--- config.mk ---
export PLATFORM = sky130hd
export DESIGN_NAME = fetch_queue
export DESIGN_NICKNAME = d
export VERILOG_FILES = /design/src/rtl/fetch_queue_pkg.sv /design/src/rtl/fetch_queue_fifo.sv /design/src/rtl/fetch_queue.sv
export SDC_FILE = /design/constraint.sdc
export NUM_CORES = 1
export LEC_CHECK = 0
export CORE_MARGIN = 8
export CORE_UTILIZATION = 54
export CTS_CLUSTER_DIAMETER = 150
export DETAILED_ROUTE_END_ITERATION = 7
export PLACE_DENSITY = 0.86
export SLEW_MARGIN = 20
export SYNTH_ARGS = -nofsm -noshare
export SYNTH_HDL_FRONTEND = slang
export SYNTH_SLANG_ARGS = --single-unit
--- constraint.sdc ---
create_clock -name clk -period 3.2 [get_ports clk]
set_clock_uncertainty 0.2 [all_clocks]
set_input_delay 0.8 -clock clk [delete_from_list [all_inputs] [get_ports clk]]
set_output_delay 0.8 -clock clk [all_outputs]
set_load 0.01 [all_outputs]
--- src/rtl/fetch_queue_pkg.sv ---
// fetch_queue_pkg
// Shared definitions for the d16 prefetch queue.
//   fq_state_t  : fetch FSM states (FQ_IDLE, FQ_FETCH, FQ_DROP)
//   fq_ext_bit  : index of the "two-word instruction" flag within a word
package fetch_queue_pkg;

    typedef enum logic [1:0] {
        FQ_IDLE  = 2'd0,  // no request outstanding
        FQ_FETCH = 2'd1,  // request outstanding, response will be queued
        FQ_DROP  = 2'd2   // request outstanding, response will be discarded
    } fq_state_t;

    // The extension flag lives in the MSB of the first instruction word.
    function automatic int fq_ext_bit(input int data_w);
        return data_w - 1;
    endfunction

endpackage

--- src/rtl/fetch_queue_fifo.sv ---
// fetch_fifo
// Circular buffer of {pc, word} pairs feeding the decode stage.
//   clk, rst              : clock, synchronous active-high reset
//   push, push_pc/word    : append one entry at the tail
//   pop1 / pop2           : remove one / two entries from the head
//   clear                 : empty the buffer (wins over push/pop)
//   head_pc, head_word    : entry at the head
//   next_word             : word at head+1 (extension word of a pair)
//   count                 : number of valid entries (0..DEPTH)
module fetch_fifo #(
    parameter int DATA_W = 16,
    parameter int ADDR_W = 16,
    parameter int DEPTH  = 4
) (
    input  logic                         clk,
    input  logic                         rst,
    input  logic                         push,
    input  logic [ADDR_W-1:0]            push_pc,
    input  logic [DATA_W-1:0]            push_word,
    input  logic                         pop1,
    input  logic                         pop2,
    input  logic                         clear,
    output logic [ADDR_W-1:0]            head_pc,
    output logic [DATA_W-1:0]            head_word,
    output logic [DATA_W-1:0]            next_word,
    output logic [$clog2(DEPTH+1)-1:0]   count
);

    localparam int PTR_W = $clog2(DEPTH);
    localparam int CNT_W = $clog2(DEPTH+1);

    logic [ADDR_W-1:0] pc_mem   [DEPTH];
    logic [DATA_W-1:0] word_mem [DEPTH];

    logic [PTR_W-1:0] rd_ptr_q, rd_ptr_d;
    logic [PTR_W-1:0] wr_ptr_q, wr_ptr_d;
    logic [CNT_W-1:0] count_q, count_d;
    logic [PTR_W-1:0] rd_ptr_p1;
    logic [CNT_W-1:0] pop_cnt;

    // DEPTH is a power of two, so pointers wrap by plain overflow.
    assign rd_ptr_p1 = rd_ptr_q + PTR_W'(1);

    always_comb begin
        rd_ptr_d = rd_ptr_q;
        wr_ptr_d = wr_ptr_q;
        count_d  = count_q;
        pop_cnt  = '0;
        if (pop2) begin
            pop_cnt = CNT_W'(2);
        end else if (pop1) begin
            pop_cnt = CNT_W'(1);
        end
        if (clear) begin
            rd_ptr_d = '0;
            wr_ptr_d = '0;
            count_d  = '0;
        end else begin
            if (push) begin
                wr_ptr_d = wr_ptr_q + PTR_W'(1);
            end
            if (pop2) begin
                rd_ptr_d = rd_ptr_q + PTR_W'(2);
            end else if (pop1) begin
                rd_ptr_d = rd_ptr_p1;
            end
            count_d = count_q + CNT_W'(push) - pop_cnt;
        end
    end

    always_ff @(posedge clk) begin
        if (rst) begin
            rd_ptr_q <= '0;
            wr_ptr_q <= '0;
            count_q  <= '0;
        end else begin
            rd_ptr_q <= rd_ptr_d;
            wr_ptr_q <= wr_ptr_d;
            count_q  <= count_d;
        end
    end

    // Storage carries no reset; validity is tracked by count_q alone.
    always_ff @(posedge clk) begin
        if (push && !clear) begin
            pc_mem[wr_ptr_q]   <= push_pc;
            word_mem[wr_ptr_q] <= push_word;
        end
    end

    assign head_pc   = pc_mem[rd_ptr_q];
    assign head_word = word_mem[rd_ptr_q];
    assign next_word = word_mem[rd_ptr_p1];
    assign count     = count_q;

endmodule

--- src/rtl/fetch_queue.sv ---
// fetch_queue
// Decoupled instruction fetcher with a DEPTH-word prefetch queue.
//   clk, rst            : clock, synchronous active-high reset
//   mem_req/mem_addr    : fetch request, held with a stable address until mem_ready
//   mem_ready/mem_rdata : response strobe and fetched word
//   branch_valid/target : redirect; flushes the queue and restarts fetch at target
//   instr_valid/instr/instr_ext/instr_pc : head instruction to decode
//   instr_ready         : decode accepts the head instruction
//   level               : number of words currently queued
// Build option: define FETCH_QUEUE_PAIR_EN to present two-word instructions
// (MSB of the first word set) as a single {instr, instr_ext} pair.
module fetch_queue
    import fetch_queue_pkg::*;
#(
    parameter int                DATA_W   = 16,
    parameter int                ADDR_W   = 16,
    parameter int                DEPTH    = 4,
    parameter logic [ADDR_W-1:0] RESET_PC = '0
) (
    input  logic                        clk,
    input  logic                        rst,
    output logic                        mem_req,
    output logic [ADDR_W-1:0]           mem_addr,
    input  logic                        mem_ready,
    input  logic [DATA_W-1:0]           mem_rdata,
    input  logic                        branch_valid,
    input  logic [ADDR_W-1:0]           branch_target,
    output logic                        instr_valid,
    output logic [DATA_W-1:0]           instr,
    output logic [DATA_W-1:0]           instr_ext,
    output logic [ADDR_W-1:0]           instr_pc,
    input  logic                        instr_ready,
    output logic [$clog2(DEPTH+1)-1:0]  level
);

    localparam int CNT_W   = $clog2(DEPTH+1);
    localparam int EXT_BIT = fq_ext_bit(DATA_W);
`ifdef FETCH_QUEUE_PAIR_EN
    localparam bit PAIR_EN = 1'b1;
`else
    localparam bit PAIR_EN = 1'b0;
`endif
    localparam logic [ADDR_W-1:0] EVEN_MASK = ~ADDR_W'(1);
    localparam logic [CNT_W:0]    DEPTH_W   = (CNT_W+1)'(DEPTH);

    fq_state_t         state_q, state_d;
    logic [ADDR_W-1:0] fetch_ptr_q, fetch_ptr_d;
    logic [ADDR_W-1:0] drop_addr_q, drop_addr_d;

    logic              push, clear, pop1, pop2, pop_fire, head_ext;
    logic [ADDR_W-1:0] head_pc;
    logic [DATA_W-1:0] head_word, next_word;
    logic [CNT_W-1:0]  count;
    logic [CNT_W:0]    pop_words, level_after_pop;

    fetch_fifo #(
        .DATA_W (DATA_W),
        .ADDR_W (ADDR_W),
        .DEPTH  (DEPTH)
    ) u_fifo (
        .clk       (clk),
        .rst       (rst),
        .push      (push),
        .push_pc   (fetch_ptr_q),
        .push_word (mem_rdata),
        .pop1      (pop1),
        .pop2      (pop2),
        .clear     (clear),
        .head_pc   (head_pc),
        .head_word (head_word),
        .next_word (next_word),
        .count     (count)
    );

    // Head presentation is decoded purely from queue state.
    assign head_ext    = PAIR_EN && head_word[EXT_BIT];
    assign instr_valid = (count != '0) && (!head_ext || count >= CNT_W'(2));
    assign instr       = instr_valid ? head_word : '0;
    assign instr_ext   = (instr_valid && head_ext) ? next_word : '0;
    assign instr_pc    = instr_valid ? head_pc : '0;
    assign level       = count;

    // mem_req depends on the state register only, never on instr_ready.
    assign mem_req  = (state_q != FQ_IDLE);
    // While dropping, keep presenting the abandoned address so the pending
    // request stays stable; fetch_ptr_q already holds the redirect target.
    assign mem_addr = (state_q == FQ_DROP) ? drop_addr_q : fetch_ptr_q;

    // A redirect suppresses the pop in the same cycle.
    assign pop_fire = instr_valid && instr_ready && !branch_valid;
    assign pop2     = pop_fire && head_ext;
    assign pop1     = pop_fire && !head_ext;

    always_comb begin
        pop_words = '0;
        if (pop2) begin
            pop_words = (CNT_W+1)'(2);
        end else if (pop1) begin
            pop_words = (CNT_W+1)'(1);
        end
        level_after_pop = {1'b0, count} - pop_words;
    end

    always_comb begin
        state_d     = state_q;
        fetch_ptr_d = fetch_ptr_q;
        drop_addr_d = drop_addr_q;
        push        = 1'b0;
        clear       = 1'b0;
        if (branch_valid) begin
            clear       = 1'b1;
            fetch_ptr_d = branch_target & EVEN_MASK;
            case (state_q)
                FQ_FETCH: begin
                    if (mem_ready) begin
                        state_d = FQ_FETCH;
                    end else begin
                        state_d     = FQ_DROP;
                        drop_addr_d = fetch_ptr_q;
                    end
                end
                FQ_DROP:  state_d = mem_ready ? FQ_FETCH : FQ_DROP;
                default:  state_d = FQ_FETCH;
            endcase
        end else begin
            case (state_q)
                FQ_IDLE: begin
                    if (level_after_pop < DEPTH_W) begin
                        state_d = FQ_FETCH;
                    end
                end
                FQ_FETCH: begin
                    if (mem_ready) begin
                        push        = 1'b1;
                        fetch_ptr_d = fetch_ptr_q + ADDR_W'(2);
                        // The next request must still find a free slot
                        // once this word has landed.
                        state_d = (level_after_pop + (CNT_W+1)'(1) < DEPTH_W)
                                  ? FQ_FETCH : FQ_IDLE;
                    end
                end
                FQ_DROP: begin
                    if (mem_ready) begin
                        state_d = FQ_FETCH;
                    end
                end
                default: state_d = FQ_IDLE;
            endcase
        end
    end

    always_ff @(posedge clk) begin
        if (rst) begin
            state_q     <= FQ_IDLE;
            fetch_ptr_q <= RESET_PC & EVEN_MASK;
            drop_addr_q <= RESET_PC & EVEN_MASK;
        end else begin
            state_q     <= state_d;
            fetch_ptr_q <= fetch_ptr_d;
            drop_addr_q <= drop_addr_d;
        end
    end

endmodule

==> results of run 1 <==
## per-layer routing
metal | part of all wire, % | vias to the layer above | wire length (µm) | GRT usage, %
met1 | 40 | 2119 | 6120 | 22.2
met4 | 1.2 | 0 | 186 | 6.95
met5 | 0 | - | 0 | 0
li1 | - | 1936 | - | -
met2 | 53 | 153 | 8130 | 32.8
met3 | 6.5 | 14 | 1000 | 4.65
## area by class of cell
cell class,count,area (µm²)
multi-input combinational,273,2280
clock inverter,12,153
sequential,165,4550
tap,172,215
timing repair buffer,108,1100
clock buffer,20,457
inverter,17,63.8
fill,825,3860
## sequential cells by signal, indices dropped and copies added, names as in the netlist, named ones only
signal / cells
u_fifo.rd_ptr_q: 2
drop_addr_q: 15
u_fifo.word_mem: 64
u_fifo.wr_ptr_q: 2
state_q: 2
u_fifo.pc_mem: 60
u_fifo.count: 3
fetch_ptr_q: 15
## kinds of logic after synthesis
group | count (synthesis) | synth area share [%]
multiplexers | 44 | 11.9
AO/OA/AOI/OAI | 41 | 4.01
adder cells (fa/ha/maj) | 16 | 2.94
flip-flops | 165 | 64.4
AND/OR/NAND/NOR | 139 | 10.4
XOR/XNOR | 15 | 1.86
buffers and inverters | 60 | 4.45
other | 1 | 0.0531
## what timing repair did
item	4_1_cts	5_1_grt
setup buffers	0	4
setup endpoints to repair	46	10
cloned	1	0
gates resized for setup	25	2
## through the flow
| stage | power, mW | util [%] | setup slack [ns] |
|---|---|---|---|
| after floorplan | 2.59 | - | 0.509 |
| after global placement | 2.73 | 64.3 | 0.112 |
| after detailed placement | 2.74 | 64.3 | 0.0458 |
| after CTS | 4.79 | 69.3 | 0.00156 |
| after global routing | 4.90 | 69.6 | -0.00147 |
| final | 4.77 | 69.6 | 0.0623 |
## where the power goes
part           switching [mW]  internal, mW  total [mW]
Combinational           0.163         0.160       0.323
Sequential             0.0383          2.34        2.38
Clock                   0.798          1.27        2.07
## worst max-delay path, stage by stage (launching register included)
cell and delay [ns]:
dfxtp_4 0.40, buf_16 0.17, mux4_2 0.49, and2_1 0.16, clkdlybuf4s50_1 0.48
## cell usage in the layout (no fill, tap or decap), types with 2 or more instances in the layout
master,instances
mux4_2,31
clkdlybuf4s50_1,63
clkinvlp_4,3
mux2_2,12
a21oi_1,19
edfxtp_1,124
xor2_1,5
nor2_1,24
buf_4,15
and4_1,2
nand2_1,51
dfxtp_1,40
dlygate4sd2_1,21
nor3_1,3
a31o_2,2
ha_1,14
conb_1,18
nor3_2,2
dlymetal6s2s_1,2
nand4_1,4
clkinv_4,2
a2111oi_2,2
xnor2_1,10
clkinv_2,2
clkbuf_16,17
clkbuf_8,2
inv_1,17
o21ai_0,3
and2_1,36
a211oi_1,8
bufinv_16,3
a311oi_1,3
buf_12,6
nand3_1,6
## path summary, 6_finish.rpt
check	startpoint	end	slack [ns]
setup / recovery	flop	instr_pc[10]	0.06
hold reg to reg	drop_addr_q[15]	drop_addr_q[15]	0.26
setup reg to reg	u_fifo.count[2]	state_q[0]	0.46
hold / removal	drop_addr_q[15]	drop_addr_q[15]	0.26
==> results.json, run 1 <==
{
  "synthArstFlopShare_pct": 0,
  "io_pins": 106,
  "path_max_fanout": 13,
  "ys_warn_count": 0,
  "via_per_inst": 5.50,
  "ff2ff_path_depth": 11,
  "grt_max_degree": 35,
  "die_h_um": 130,
  "crit_type": "flop to output pin",
  "status": "complete, no violations",
  "required_ns": 2.20,
  "netlist_instances": 481,
  "avgSynthCellArea_um2": 14.7,
  "setup_viol_count_final": 0,
  "synth_top_area_share_pct": 52.7,
  "tritoncts": "built",
  "synth_top_area_cell": "edfxtp_1",
  "cp-start-kind": "flop",
  "worst_pin_slew_ns": 0.580,
  "placed_cell_area_mm2": 0.00815,
  "slew_violations": 0,
  "endpoint_kind": "output pin",
  "portBuffers": 86,
  "hpwl_um": 9270,
  "cts_htree_levels": 4,
  "ys_top_cells_by_count": "edfxtp_1, nand2_1, dfxtp_1, and2_1, mux4_2",
  "cts-buffers-inserted": 17,
  "relSlewSlack_pct": 61.3,
  "setup_tns_ns": 0,
  "first_pass_iters": 5,
  "wire_per_inst_um": 20.1,
  "grt_pass1_vias": 4363,
  "peakVddDrop_mv": 0.365,
  "clock.fmax_ghz": 0.319,
  "holdWs_ns": 0.258,
  "synth-edff-count": 124,
  "yosysUniqueCellTypes": 45,
  "final_nets": 635,
  "initial_utilization_pct": 55.7,
  "antenna_found_initial": 0,
  "period_needed_ns": 3.14,
  "place_inst": 730,
  "clkSlewWorstSetupHoldPaths_ns": 0.06,
  "core_mm2": 0.0127,
  "die_area_mm2": 0.0170,
  "power.density_mw_per_mm2": 541,
  "fin_crit_sh_pct": 98.1,
  "stdcell_area_mm2": 0.00881,
  "route.final.wire_length_um": 15400,
  "dr_total_vias": 4222,
  "clkLatencyLatePin_ns": 0.42,
  "cap_violations": 0,
  "ys_ff_latch": 165,
  "cts_sinks": 165,
  "synthTopCellsByArea": "edfxtp_1, dfxtp_1, mux4_2, and2_1, nand2_1",
  "ctsRootBufferMaster": "clkbuf_16",
  "p_leak_nw": 3.13,
  "hold_viol": 0,
  "holdPathStages": 2,
  "cts_buffer_depth": 2,
  "ys.flop_type": "edfxtp_1",
  "dieWidth_um": 130,
  "drive_gt1_share_pct": 18.5,
  "grt_pass1_wl_um": 23700,
  "drc": 0,
  "final-instance-count-excl-fill": 767,
  "syn_to_final_growth_pct": 24.8,
  "diodes": 0,
  "antenna_left": 0,
  "hold_path_class": "flop to flop",
  "arrival_ns": 2.14,
  "synthesis.area_mm2": 0.00706,
  "grt.total_usage_pct": 18.8,
  "synth_seq_area_share_pct": 64.4,
  "ctsHoldBuffers": 0,
  "drtIter0Drc": 273,
  "place.gp.congestion": 0.810,
  "grt-ovfl-total": 0,
  "num_rows": 41,
  "synth_most_common_cell": "edfxtp_1"
}
Note: power is estimated with default switching activity, not from simulation.
==> inputs of run 2 (changes only) <==
GPL_ROUTABILITY_DRIVEN = 1   (was default)
==> results of run 2 <==
Same layout as run 1: the final DEF is identical, and so are final timing and power.
==> inputs of run 3 (changes only) <==
CAP_MARGIN = 20   (was default)
SKIP_CTS_REPAIR_TIMING = 1   (was default)
==> results.json, run 3 (synthesis gave the netlist of run 1 again) <==
{
  "dr_total_vias": 4240,
  "die_h_um": 130,
  "core_mm2": 0.0127,
  "power.density_mw_per_mm2": 534,
  "slew_violations": 0,
  "ctsRootBufferMaster": "clkbuf_16",
  "diodes": 0,
  "clkSlewWorstSetupHoldPaths_ns": 0.06,
  "grt_pass1_vias": 4342,
  "route.final.wire_length_um": 15800,
  "place_inst": 730,
  "final_common_cell": "edfxtp_1",
  "relSlewSlack_pct": 61.6,
  "total_power_mw": 4.78,
  "grt-ovfl-total": 0,
  "hpwl_um": 9270,
  "drive_gt1_share_pct": 19.2,
  "cp.depth": 4,
  "required_ns": 2.20,
  "cts-buffers-inserted": 17,
  "cts_htree_levels": 4,
  "grt_pass1_wl_um": 23300,
  "crit_type": "flop to output pin",
  "drtIter0Drc": 328,
  "endpoint_kind": "output pin",
  "area.sequential_mm2": 0.00455,
  "antenna_left": 0,
  "antenna_found_initial": 0,
  "clkLatencyLatePin_ns": 0.42,
  "cts_buffer_depth": 2,
  "place.gp.congestion": 0.810,
  "hold_viol": 0,
  "grt_max_degree": 35,
  "period_needed_ns": 3.16,
  "critPathCapture": "instr_pc[2]",
  "cts_sinks": 165,
  "path_cells": "buf_12 -> mux4_2 -> and2_1 -> clkdlybuf4s50_1",
  "cpPeakStageDelay_ns": 0.51,
  "crit_buf_inv": 2,
  "portBuffers": 86,
  "largest-register": "u_fifo.word_mem",
  "multi_input_area_mm2": 0.00228,
  "holdWs_ns": 0.258,
  "grt.total_usage_pct": 18.5,
  "fin_crit_sh_pct": 98.8,
  "status": "complete, no violations",
  "ff2ff_path_depth": 11,
  "arrival_ns": 2.16,
  "peakVddDrop_mv": 0.361,
  "wire_per_inst_um": 20.4,
  "die_area_mm2": 0.0170,
  "final_nets": 640,
  "mostFrequentLayoutCells": "edfxtp_1, clkdlybuf4s50_1, nand2_1",
  "r2r-end": "state_q[0]",
  "largest_register_ff_count": 64,
  "syn_to_final_growth_pct": 26.9,
  "io_pins": 106,
  "setup_tns_ns": 0,
  "worstHoldStart": "drop_addr_q[15]",
  "dieWidth_um": 130,
  "cp_top_family": "buffers and inverters",
  "final-instance-count-excl-fill": 772,
  "reg2reg_slack_ns": 0.46,
  "worstReg2RegStart": "u_fifo.count[2]",
  "n_fill_cell": 796,
  "worst_pin_slew_ns": 0.575,
  "num_rows": 41,
  "initial_utilization_pct": 55.7,
  "setup_viol_count_final": 0,
  "tritoncts": "built",
  "clock.fmax_ghz": 0.316,
  "path_max_fanout": 7,
  "drc": 0,
  "cp-start-kind": "flop",
  "cap_violations": 0,
  "p_leak_nw": 3.43,
  "first_pass_iters": 4,
  "hold_path_class": "flop to flop",
  "reg_top3": "u_fifo.word_mem x64, u_fifo.pc_mem x60",
  "via_per_inst": 5.49,
  "crit_slowest_cell": "mux4_2"
}
## run 3: worst min path at each step
| stage | end | slack [ns] | depth (start not counted) |
|---|---|---|---|
| 2_1_floorplan | drop_addr_q[10] | 0.23 | 2 |
| 4_1_cts | drop_addr_q[3] | 0.26 | 2 |
| 3_5_place_dp | drop_addr_q[3] | 0.25 | 2 |
| 3_3_place_gp | drop_addr_q[4] | 0.24 | 2 |
| 6_report | drop_addr_q[15] | 0.26 | 2 |
| 5_1_grt | drop_addr_q[13] | 0.28 | 2 |
## run 3: report_power, final
part	switching, mW	total, mW	internal [mW]
Combinational	0.164	0.328	0.164
Sequential	0.0380	2.38	2.34
Clock	0.808	2.08	1.27
Total	1.01	4.78	3.77
## run 3: layer usage
layer	track usage (%)	part of all wire [%]	up-vias
met5	0	0	-
met4	6.95	1.4	0
met3	4.69	5.9	17
met2	32.2	53	146
met1	21.5	40	2130
li1	-	-	1947
## run 3: stage by stage
step                instance area [µm²]  util (%)  setup WS, ns
floorplan                          7120         -         0.509
global placement                   8150      64.3         0.112
detailed placement                 8150      64.3        0.0458
CTS                                8760      69.2        -0.284
global route                       8950      70.7       -0.0183
finish                             8950      70.7        0.0381
## run 3: final cells by class
| class | count | area share [%] |
|---|---|---|
| Tap cell | 172 | 2.40 |
| Multi-Input combinational cell | 273 | 25.4 |
| Timing Repair Buffer | 113 | 13.9 |
| Clock buffer | 20 | 5.10 |
| Inverter | 17 | 0.713 |
| Clock inverter | 12 | 1.70 |
| Sequential cell | 165 | 50.8 |
## run 3: worst reg2reg max path: cells and delay by family (launching register included)
kind | cells | cell delay, ns
compound gates | 2 | 0.49
fa+ha+maj | 2 | 0.52
buf+inv | 2 | 0.37
flops | 1 | 0.39
mux | 1 | 0.11
simple gates | 4 | 0.58
